--- config.mk ---
export PLATFORM = sky130hd
export DESIGN_NAME = buf_stage
export DESIGN_NICKNAME = d
export VERILOG_FILES = /design/src/rtl/buf_stage_pkg.sv /design/src/rtl/buf_stage.sv
export SDC_FILE = /design/constraint.sdc
export NUM_CORES = 1
export LEC_CHECK = 0
export ABC_AREA = 1
export CAP_MARGIN = 20
export CORE_ASPECT_RATIO = 0.5
export CORE_UTILIZATION = 40
export DETAILED_ROUTE_END_ITERATION = 8
export GPL_TIMING_DRIVEN = 0
export SKIP_CTS_REPAIR_TIMING = 1
export SYNTH_ARGS = -nofsm -noshare
export SYNTH_HDL_FRONTEND = slang
export SYNTH_SLANG_ARGS = --single-unit
--- constraint.sdc ---
create_clock -name clk -period 2.15 [get_ports clk]
set_input_delay 0.43 -clock clk [delete_from_list [all_inputs] [get_ports clk]]
set_output_delay 0.43 -clock clk [all_outputs]
set_load 0.05 [all_outputs]
--- src/rtl/buf_stage_pkg.sv ---
// Shared router constants and helpers used by the buffering stages.
package buf_stage_pkg;

  localparam int BUF_WIDTH = 11;
  localparam int BUF_DEPTH = 4;

  // Occupancy states of a buffer stage.
  typedef enum logic [1:0] {
    OCC_EMPTY   = 2'd0,
    OCC_PARTIAL = 2'd1,
    OCC_FULL    = 2'd2
  } occ_e;

  function automatic occ_e occ_of(input int count, input int depth);
    if (count == 0) begin
      return OCC_EMPTY;
    end
    if (count >= depth) begin
      return OCC_FULL;
    end
    return OCC_PARTIAL;
  endfunction

endpackage

--- src/rtl/buf_stage.sv ---
// Valid/ready FIFO stage: register array with read/write pointers and an
// occupancy counter; one cycle of latency and no in->out combinational path.
module buf_stage
  import buf_stage_pkg::*;
#(
  parameter int WIDTH = BUF_WIDTH,
  parameter int DEPTH = BUF_DEPTH
) (
  input  logic             clk,
  input  logic             rst,
  input  logic [WIDTH-1:0] in_data,
  input  logic             in_valid,
  output logic             in_ready,
  output logic [WIDTH-1:0] out_data,
  output logic             out_valid,
  input  logic             out_ready
);

  localparam int PW = $clog2(DEPTH);
  localparam int CW = $clog2(DEPTH + 1);
  localparam logic [CW-1:0] FULL_COUNT = CW'(DEPTH);

  logic [WIDTH-1:0] mem [DEPTH];

  logic [PW-1:0] wr_ptr_reg, wr_ptr_next;
  logic [PW-1:0] rd_ptr_reg, rd_ptr_next;
  logic [CW-1:0] count_reg, count_next;
  logic          push;
  logic          pop;

  // Flags depend only on registered count, so in_ready never sees out_ready.
  assign in_ready  = (count_reg < FULL_COUNT);
  assign out_valid = (count_reg != '0);
  assign out_data  = mem[rd_ptr_reg];

  assign push = in_valid && in_ready;
  assign pop  = out_valid && out_ready;

  always_comb begin
    wr_ptr_next = wr_ptr_reg;
    rd_ptr_next = rd_ptr_reg;
    count_next  = count_reg;
    if (push) begin
      wr_ptr_next = wr_ptr_reg + PW'(1);
    end
    if (pop) begin
      rd_ptr_next = rd_ptr_reg + PW'(1);
    end
    case ({push, pop})
      2'b10:   count_next = count_reg + CW'(1);
      2'b01:   count_next = count_reg - CW'(1);
      default: count_next = count_reg;
    endcase
  end

  always_ff @(posedge clk or posedge rst) begin
    if (rst) begin
      wr_ptr_reg <= '0;
      rd_ptr_reg <= '0;
      count_reg  <= '0;
    end else begin
      wr_ptr_reg <= wr_ptr_next;
      rd_ptr_reg <= rd_ptr_next;
      count_reg  <= count_next;
    end
  end

  // Storage is never reset; the write is gated so a reset edge stores nothing.
  always_ff @(posedge clk) begin
    if (push && !rst) begin
      mem[wr_ptr_reg] <= in_data;
    end
  end

endmodule

Word level (Yosys, flattened, before mapping)
Memory sizes are Yosys's and may differ from the RTL's.
Index checks and enable logic that the tools add are counted.
{"block": "totals", "register_bits": 7, "latch_bits": 0, "ramBits": 44, "rom_bits": 0, "in_bits": 15, "out_inout_bits": 13, "word_cells": 20, "n_memories": 1}
{"block": "classes", "add_sub_neg": 4, "multipliers": 0, "div_mod_pow": 0, "magnitude_cmp": 1, "n_eq_ne": 2, "shift": 0, "muxes": 3, "n_bitwise": 0, "reduce_logical": 6}
{"name": "mem", "depth": 4, "word_bits": 11, "read_ports": 1, "rd_clocked_by_memory_dff": 0, "write_ports": 1, "line": "buf_stage.sv:23", "text": "logic [WIDTH-1:0] mem [DEPTH];"}
{"operator": "3-bit one-hot mux with 2 select lines", "n": 1}
{"operator": "2-bit by 1-bit adder with 2-bit output, second input constant", "n": 2}
{"operator": "3-bit by 1-bit adder with 3-bit output, second input constant", "n": 1}
{"operator": "1-bit logical AND", "n": 3}
{"operator": "3-bit < comparator, second input constant", "n": 1}
{"operator": "3-bit nonzero test", "n": 1}
{"operator": "3-bit by 1-bit subtractor with 3-bit output, second input constant", "n": 1}
{"operator": "2-bit by 1-bit == test with 1-bit output, second input constant", "n": 1}
{"operator": "2-bit == test, second input constant", "n": 1}
{"operator": "1-bit two-way mux", "n": 2}
{"operator": "2-bit nonzero test", "n": 1}
{"operator": "1-bit zero test", "n": 1}

Logic depth before layout (Yosys ltp)
Gate-level depths: netlist of the first run.
{"block": "depth", "ltp_word": 5, "depth_mapped": 12, "ltp_nobuf": 12}

Worst setup path after synthesis of the first run
Ideal clock, no wire load.
{"block": "synth_timing", "path_type": "flip-flop to flip-flop", "start": "reg count_reg[2]", "end": "reg count_reg[1]", "setup_time_ns": 0.083, "arrival_ns": 2.119, "path_slack_ns": -0.052, "stages_incl_launch_ff": 9, "path_buffers": 0, "period_less_slack_ns": 2.202, "cell_sequence": "dfrtp_1 inv_1 nand3_2 nand2_1 inv_1 ha_1 inv_1 fa_1 o21ai_0"}
{"block": "synth_via", "elab_chain_cells": 4, "elab_cells_between_ends": 8, "classes_between": "1 x order compare; 2 x eq/ne; 1 x mux; 4 x reduce/logical"}
{"item": "start: declaration", "line": "buf_stage.sv:27", "text": "logic [CW-1:0] count_reg, count_next;"}
{"item": "start signal: assignment", "line": "buf_stage.sv:64", "text": "count_reg <= count_next;"}
{"item": "3-bit < comparator (*)", "line": "buf_stage.sv:32", "text": "assign in_ready = (count_reg < FULL_COUNT);"}
{"item": "named net in_ready", "line": "buf_stage.sv:13", "text": "output logic in_ready,"}
{"item": "1-bit logical AND (*)", "line": "buf_stage.sv:36", "text": "assign push = in_valid && in_ready;"}
{"item": "2-bit by 1-bit == test with 1-bit output / 2-bit == test (equally long branches)", "line": "buf_stage.sv:49", "text": "case ({push, pop})"}
{"item": "3-bit one-hot mux with 2 select lines / 2-bit nonzero test (equally long branches)"}
Mark *: on every way through the listed nets, which the timed path passes. The rest lies on a longest branch.
A chain may end at the register's enable or synchronous reset.

Final worst setup path of the first run
{"block": "layout_timing", "start": "reg count_reg[2]", "end": "out in_ready"}
{"block": "layout_via", "elab_chain_cells": 1}
{"item": "3-bit < comparator", "line": "buf_stage.sv:32"}
{"item": "end: declaration", "line": "buf_stage.sv:13"}
Every way passes these cells.

==> results of run 1 <==
==> worst max-delay path, delay by kind of cell, from the launching register on <==
kind | cells | cell delay, ps
buffers and inverters | 2 | 930
DFF | 1 | 410
==> final cells by class <==
| type | count | share of cell area [%] |
|---|---|---|
| clock inverters | 3 | 1.47 |
| plain buffers | 6 | 2.08 |
| flip-flops and latches | 51 | 56.5 |
| multi-input cells | 89 | 19.4 |
| clock buffers | 5 | 2.60 |
| well taps | 70 | 3.31 |
| repair buffers | 29 | 8.94 |
| inverters | 39 | 5.67 |
==> kinds of logic (layout without fill, tap and decap cells) <==
logic type | after synthesis | count (layout) | share of synthesized area, %
flops | 51 | 51 | 68.0
compound gates | 24 | 24 | 7.96
fa+ha+maj | 6 | 6 | 3.75
simple gates | 57 | 57 | 10.3
buf+inv | 45 | 82 | 9.15
xor+xnor | 2 | 2 | 0.796
==> cells in the mapped netlist (all sizes together) <==
library cell	count	area [sq um]
a21oi	1	5.00
buf	6	55.1
dfrtp	7	175
edfxtp	44	1320
fa	1	20.0
ha	5	62.6
inv	39	146
nand2	46	173
nand3	5	30.0
nand4	1	6.26
nor2	5	18.8
o211ai	22	165
o21ai	1	5.00
xnor2	1	8.76
xor2	1	8.76
==> through the flow <==
step / setup TNS, ps / cell area [sq um] / instances
floorplan: 0 / 2200 / 185
global placement: -20470 / 2560 / 282
detailed placement: -15820 / 2570 / 283
CTS: -7270 / 2680 / 291
global route: 0 / 2650 / 292
finish: 0 / 2650 / 292
==> per-layer routing <==
layer | part of all wire, % | GRT usage [%] | up-vias
li1 | - | - | 687
met1 | 49 | 21.3 | 629
met2 | 45 | 26.2 | 30
met3 | 5.2 | 3.93 | 5
met4 | 1.2 | 6.16 | 0
met5 | 0 | 0 | -
==> report_power, final <==
part           total [uW]  internal (uW)  switching, uW
combinational        1770            494           1280
sequential           1290           1220           68.5
clock                 646            341            305
total                3710           2050           1650
==> cell usage in the layout (no fill, tap or decap), drive strengths merged, types with 2 or more instances in the layout <==
master         netlist  layout
clkinv               0       2
nor2                 5       5
nand3                5       5
edfxtp              44      44
o211ai              22      22
clkbuf               0      16
inv                 39      38
nand2               46      46
clkdlybuf4s50        0      15
buf                  6       8
ha                   5       5
dfrtp                7       7
==> final timing paths <==
kind,startpoint,endpoint,slack [ps],depth (start not counted)
max,count_reg[2],in_ready,90,2
min,rst,count_reg[0],360,2
max reg2reg,count_reg[2],count_reg[2],340,11
min reg2reg,count_reg[0],count_reg[0],480,1
max in group asynchronous,rst,rd_ptr_reg[0],1550,2
min in group clk,count_reg[0],count_reg[0],480,1
==> results.json, run 1 <==
{
  "fin_nets": 242,
  "rsz0062_at_grt": "false",
  "outcome": "complete, no violations",
  "leakage_uw": 0.00111,
  "ys_seq_elements": 51,
  "cts_root_buf": "clkbuf_8",
  "coreArea_sq_um": 5110,
  "fmax_mhz": 485,
  "syn2layout_area_growth_pct": 20.2,
  "cts.reportedPaths.clkPinSlew_ps": 90,
  "finalCritPeriodShare_pct": 96.0,
  "dp_hpwl_um": 2650,
  "layout_min_cycle_time_ps": 2060,
  "ys_seq_area_share_pct": 68.0,
  "final_antenna_net_count": 0,
  "drv_slew": 0,
  "yosysWarnings": 0,
  "insertion_delay_ps": 300,
  "synth_fp_nets": 206,
  "rows": 18,
  "vias_per_cell": 4.63,
  "worst_slack_ps": 86.1,
  "grt_pass1_vias": 1301,
  "irDropWorstVdd_v": 0.000823,
  "slowest_delay_ps": 810,
  "track_usage_pct": 16.1,
  "cts_buffers": 5,
  "synthCells": 185,
  "start_util_pct": 43.0,
  "port_buffers": 27,
  "setup.worst_path.class": "flip-flop to output pin",
  "cp-start-kind": "flip-flop",
  "cp.required_ps": 1720,
  "totalPowerFinal_uw": 3710,
  "vias": 1351,
  "worst_pin_slew_ps": 636,
  "drc": 0,
  "clock-skew-final_ps": 4.48,
  "grt_overflow": 0,
  "regArea_sq_um": 1500,
  "hold_viol": 0,
  "slew_headroom_pct": 57.5,
  "ioPinCount": 28,
  "crit_chain": "clkinvlp_4 -> clkdlybuf4s50_1",
  "power.density_nw_per_um2": 1400,
  "slowest_stage": "clkdlybuf4s50_1",
  "die_w_um": 107,
  "cp_data_arrival_time_ps": 1630,
  "dieArea_sq_um": 5820,
  "antenna_found_initial": 0,
  "maxCapViolations": 0,
  "syn_area_sq_um": 2200,
  "fin_util_pct": 51.8,
  "dr.pass1.iters": 4,
  "grt_pass1_wl_um": 6550,
  "crit_fanout": 5,
  "die_y_um": 54.5,
  "setup_viol": 0,
  "multi_input_area_sq_um": 513,
  "htreeDepth": 2,
  "synth.avg_cell_area_sq_um": 11.9,
  "endpoint_kind": "output pin",
  "drt_iter0_drc": 46,
  "cts.path.max_buffers": 2,
  "ys_types": 18,
  "clock-sinks": 51,
  "drive_above_1_share_pct": 14.9,
  "gp_congestion": 0.714,
  "drt_wl_total_um": 4020,
  "largest_reg_flops": 44,
  "wl_per_cell_um": 13.8,
  "place_ws_ps": -447,
  "holdWs_ps": 365,
  "tritoncts": "built",
  "hold_class": "input pin to async pin",
  "antenna_cells": 0,
  "grt_max_degree": 16,
  "nFillCells": 445
}
Note: power is estimated with default switching activity, not from simulation.
==> inputs of run 2 (changes only) <==
DONT_BUFFER_PORTS = 1   (was not set)
==> run 2 against run 1 <==
  * Final area decreased by 7.4%
  * First-iteration DRC count decreased by 24%
  * Sequential cell count unchanged
  * Non-clock buffer count decreased by 23
  * Critical endpoint is now mem[3][7]
==> results.json, run 2 (synthesis results as in run 1) <==
{
  "track_usage_pct": 14.8,
  "nFillCells": 452,
  "leakage_uw": 0.00100,
  "coreArea_sq_um": 5110,
  "grt_use_met1_pct": 19.7,
  "ioPinCount": 28,
  "maxCapViolations": 0,
  "wl_per_cell_um": 14.4,
  "port_buffers": 0,
  "cp_data_arrival_time_ps": 2000,
  "cts_root_buf": "clkbuf_8",
  "drt_wl_total_um": 3870,
  "syn2layout_area_growth_pct": 11.4,
  "endpoint": "mem[3][7]",
  "cts.path.max_buffers": 2,
  "rsz0062_at_grt": "true",
  "drc": 0,
  "grtUsageMet2_pct": 20.9,
  "regArea_sq_um": 1500,
  "top_usage_layer": "met2",
  "antenna_cells": 0,
  "htreeDepth": 2,
  "tritoncts": "built",
  "cts.reportedPaths.clkPinSlew_ps": 90,
  "fmax_mhz": 481,
  "crit_fanout": 11,
  "insertion_delay_ps": 300,
  "irDropWorstVdd_v": 0.000531,
  "worst_pin_slew_ps": 1020,
  "vias_per_cell": 4.55,
  "drv_slew": 0,
  "timing.rr.start": "count_reg[2]",
  "grt_max_degree": 15,
  "critPathLaunch": "count_reg[2]",
  "largest_reg_flops": 44,
  "hold_viol": 0,
  "ff2ff_path_depth": 3,
  "dr.pass1.iters": 4,
  "dieArea_sq_um": 5820,
  "drt_iter0_drc": 35,
  "vias": 1225,
  "clock-sinks": 51,
  "place_ws_ps": -138,
  "slew_headroom_pct": 31.8,
  "setup.worst_path.class": "flip-flop to flip-flop",
  "grt.met3_usage_pct": 4.64,
  "cp.required_ps": 2070,
  "die_y_um": 54.5,
  "crit_chain": "clkinvlp_4 -> nand3_1 -> nor2_1",
  "finalCritPeriodShare_pct": 96.8,
  "final_antenna_net_count": 0,
  "drive_above_1_share_pct": 12.6,
  "die_w_um": 107,
  "clock-skew-final_ps": 8.96,
  "endpoint_kind": "flip-flop",
  "cts_buffers": 5,
  "power.density_nw_per_um2": 1420,
  "grt_overflow": 0,
  "gp_congestion": 0.685,
  "dp_hpwl_um": 2410,
  "grt_pass1_wl_um": 5750,
  "rrSetupSlack_ps": 70,
  "fin_util_pct": 47.9,
  "r2r_end": "mem[3][7]",
  "grt_pass1_vias": 1039,
  "tns_ps": 0,
  "start_util_pct": 43.0,
  "rows": 18,
  "slowest_stage": "nor2_1",
  "outcome": "complete, no violations",
  "antenna_found_initial": 0,
  "layout_min_cycle_time_ps": 2080,
  "fin_nets": 219,
  "cp-start-kind": "flip-flop",
  "slowest_delay_ps": 810,
  "hold_class": "input pin to flip-flop",
  "setup_viol": 0,
  "multi_input_area_sq_um": 531,
  "layout.cells.most_common_list": "nand2_1 (44), edfxtp_1 (44), inv_1 (35), o211ai_1 (22), dfrtp_1 (7)",
  "worst_slack_ps": 69.7
}
[run 2: routing by layer]
metal	wire length, um	up-vias
met2	1680	30
met4	96	0
met1	1870	550
met3	217	6
met5	0	-
li1	-	639
[run 2: area by class of cell]
cell class | instances | area share, %
inverter | 39 | 6.13
multi-input combinational | 89 | 21.6
buffer | 6 | 2.25
sequential | 51 | 61.1
tap | 70 | 3.57
clock buffer | 8 | 3.27
timing repair buffer | 6 | 2.09
[run 2: how the worst min path moves through the flow]
stage	from	to	cells after the start
after floorplan	rst	count_reg[0]	1
final	in_data[2]	mem[1][2]	0
after detailed placement	rst	count_reg[2]	1
after global routing	in_data[1]	mem[3][1]	0
after global placement	rst	count_reg[2]	1
after CTS	rst	count_reg[2]	1
[run 2: metrics by stage]
stage               total power (uW)  instances  hold WS, ps  cell area, sq um
floorplan                       2640        185          242              2200
global placement                2880        255          285              2290
detailed placement              2900        255          294              2290
CTS                             3420        263        -45.8              2370
global route                    3670        269          199              2450
finish                          3470        269          215              2450
[run 2: worst max-delay path: cells and delay by family, from the launching register on]
kind                   cells  cell delay (ps)
AND/OR/NAND/NOR            2             1020
flip-flops                 1              410
buffers and inverters      1              260
[run 2: where the power goes]
group | leakage [uW] | switching, uW | internal (uW)
combinational | 0.000483 | 1270 | 401
sequential | 0.000481 | 66.7 | 1220
clock | 0.0000395 | 288 | 232
total | 0.00100 | 1620 | 1850
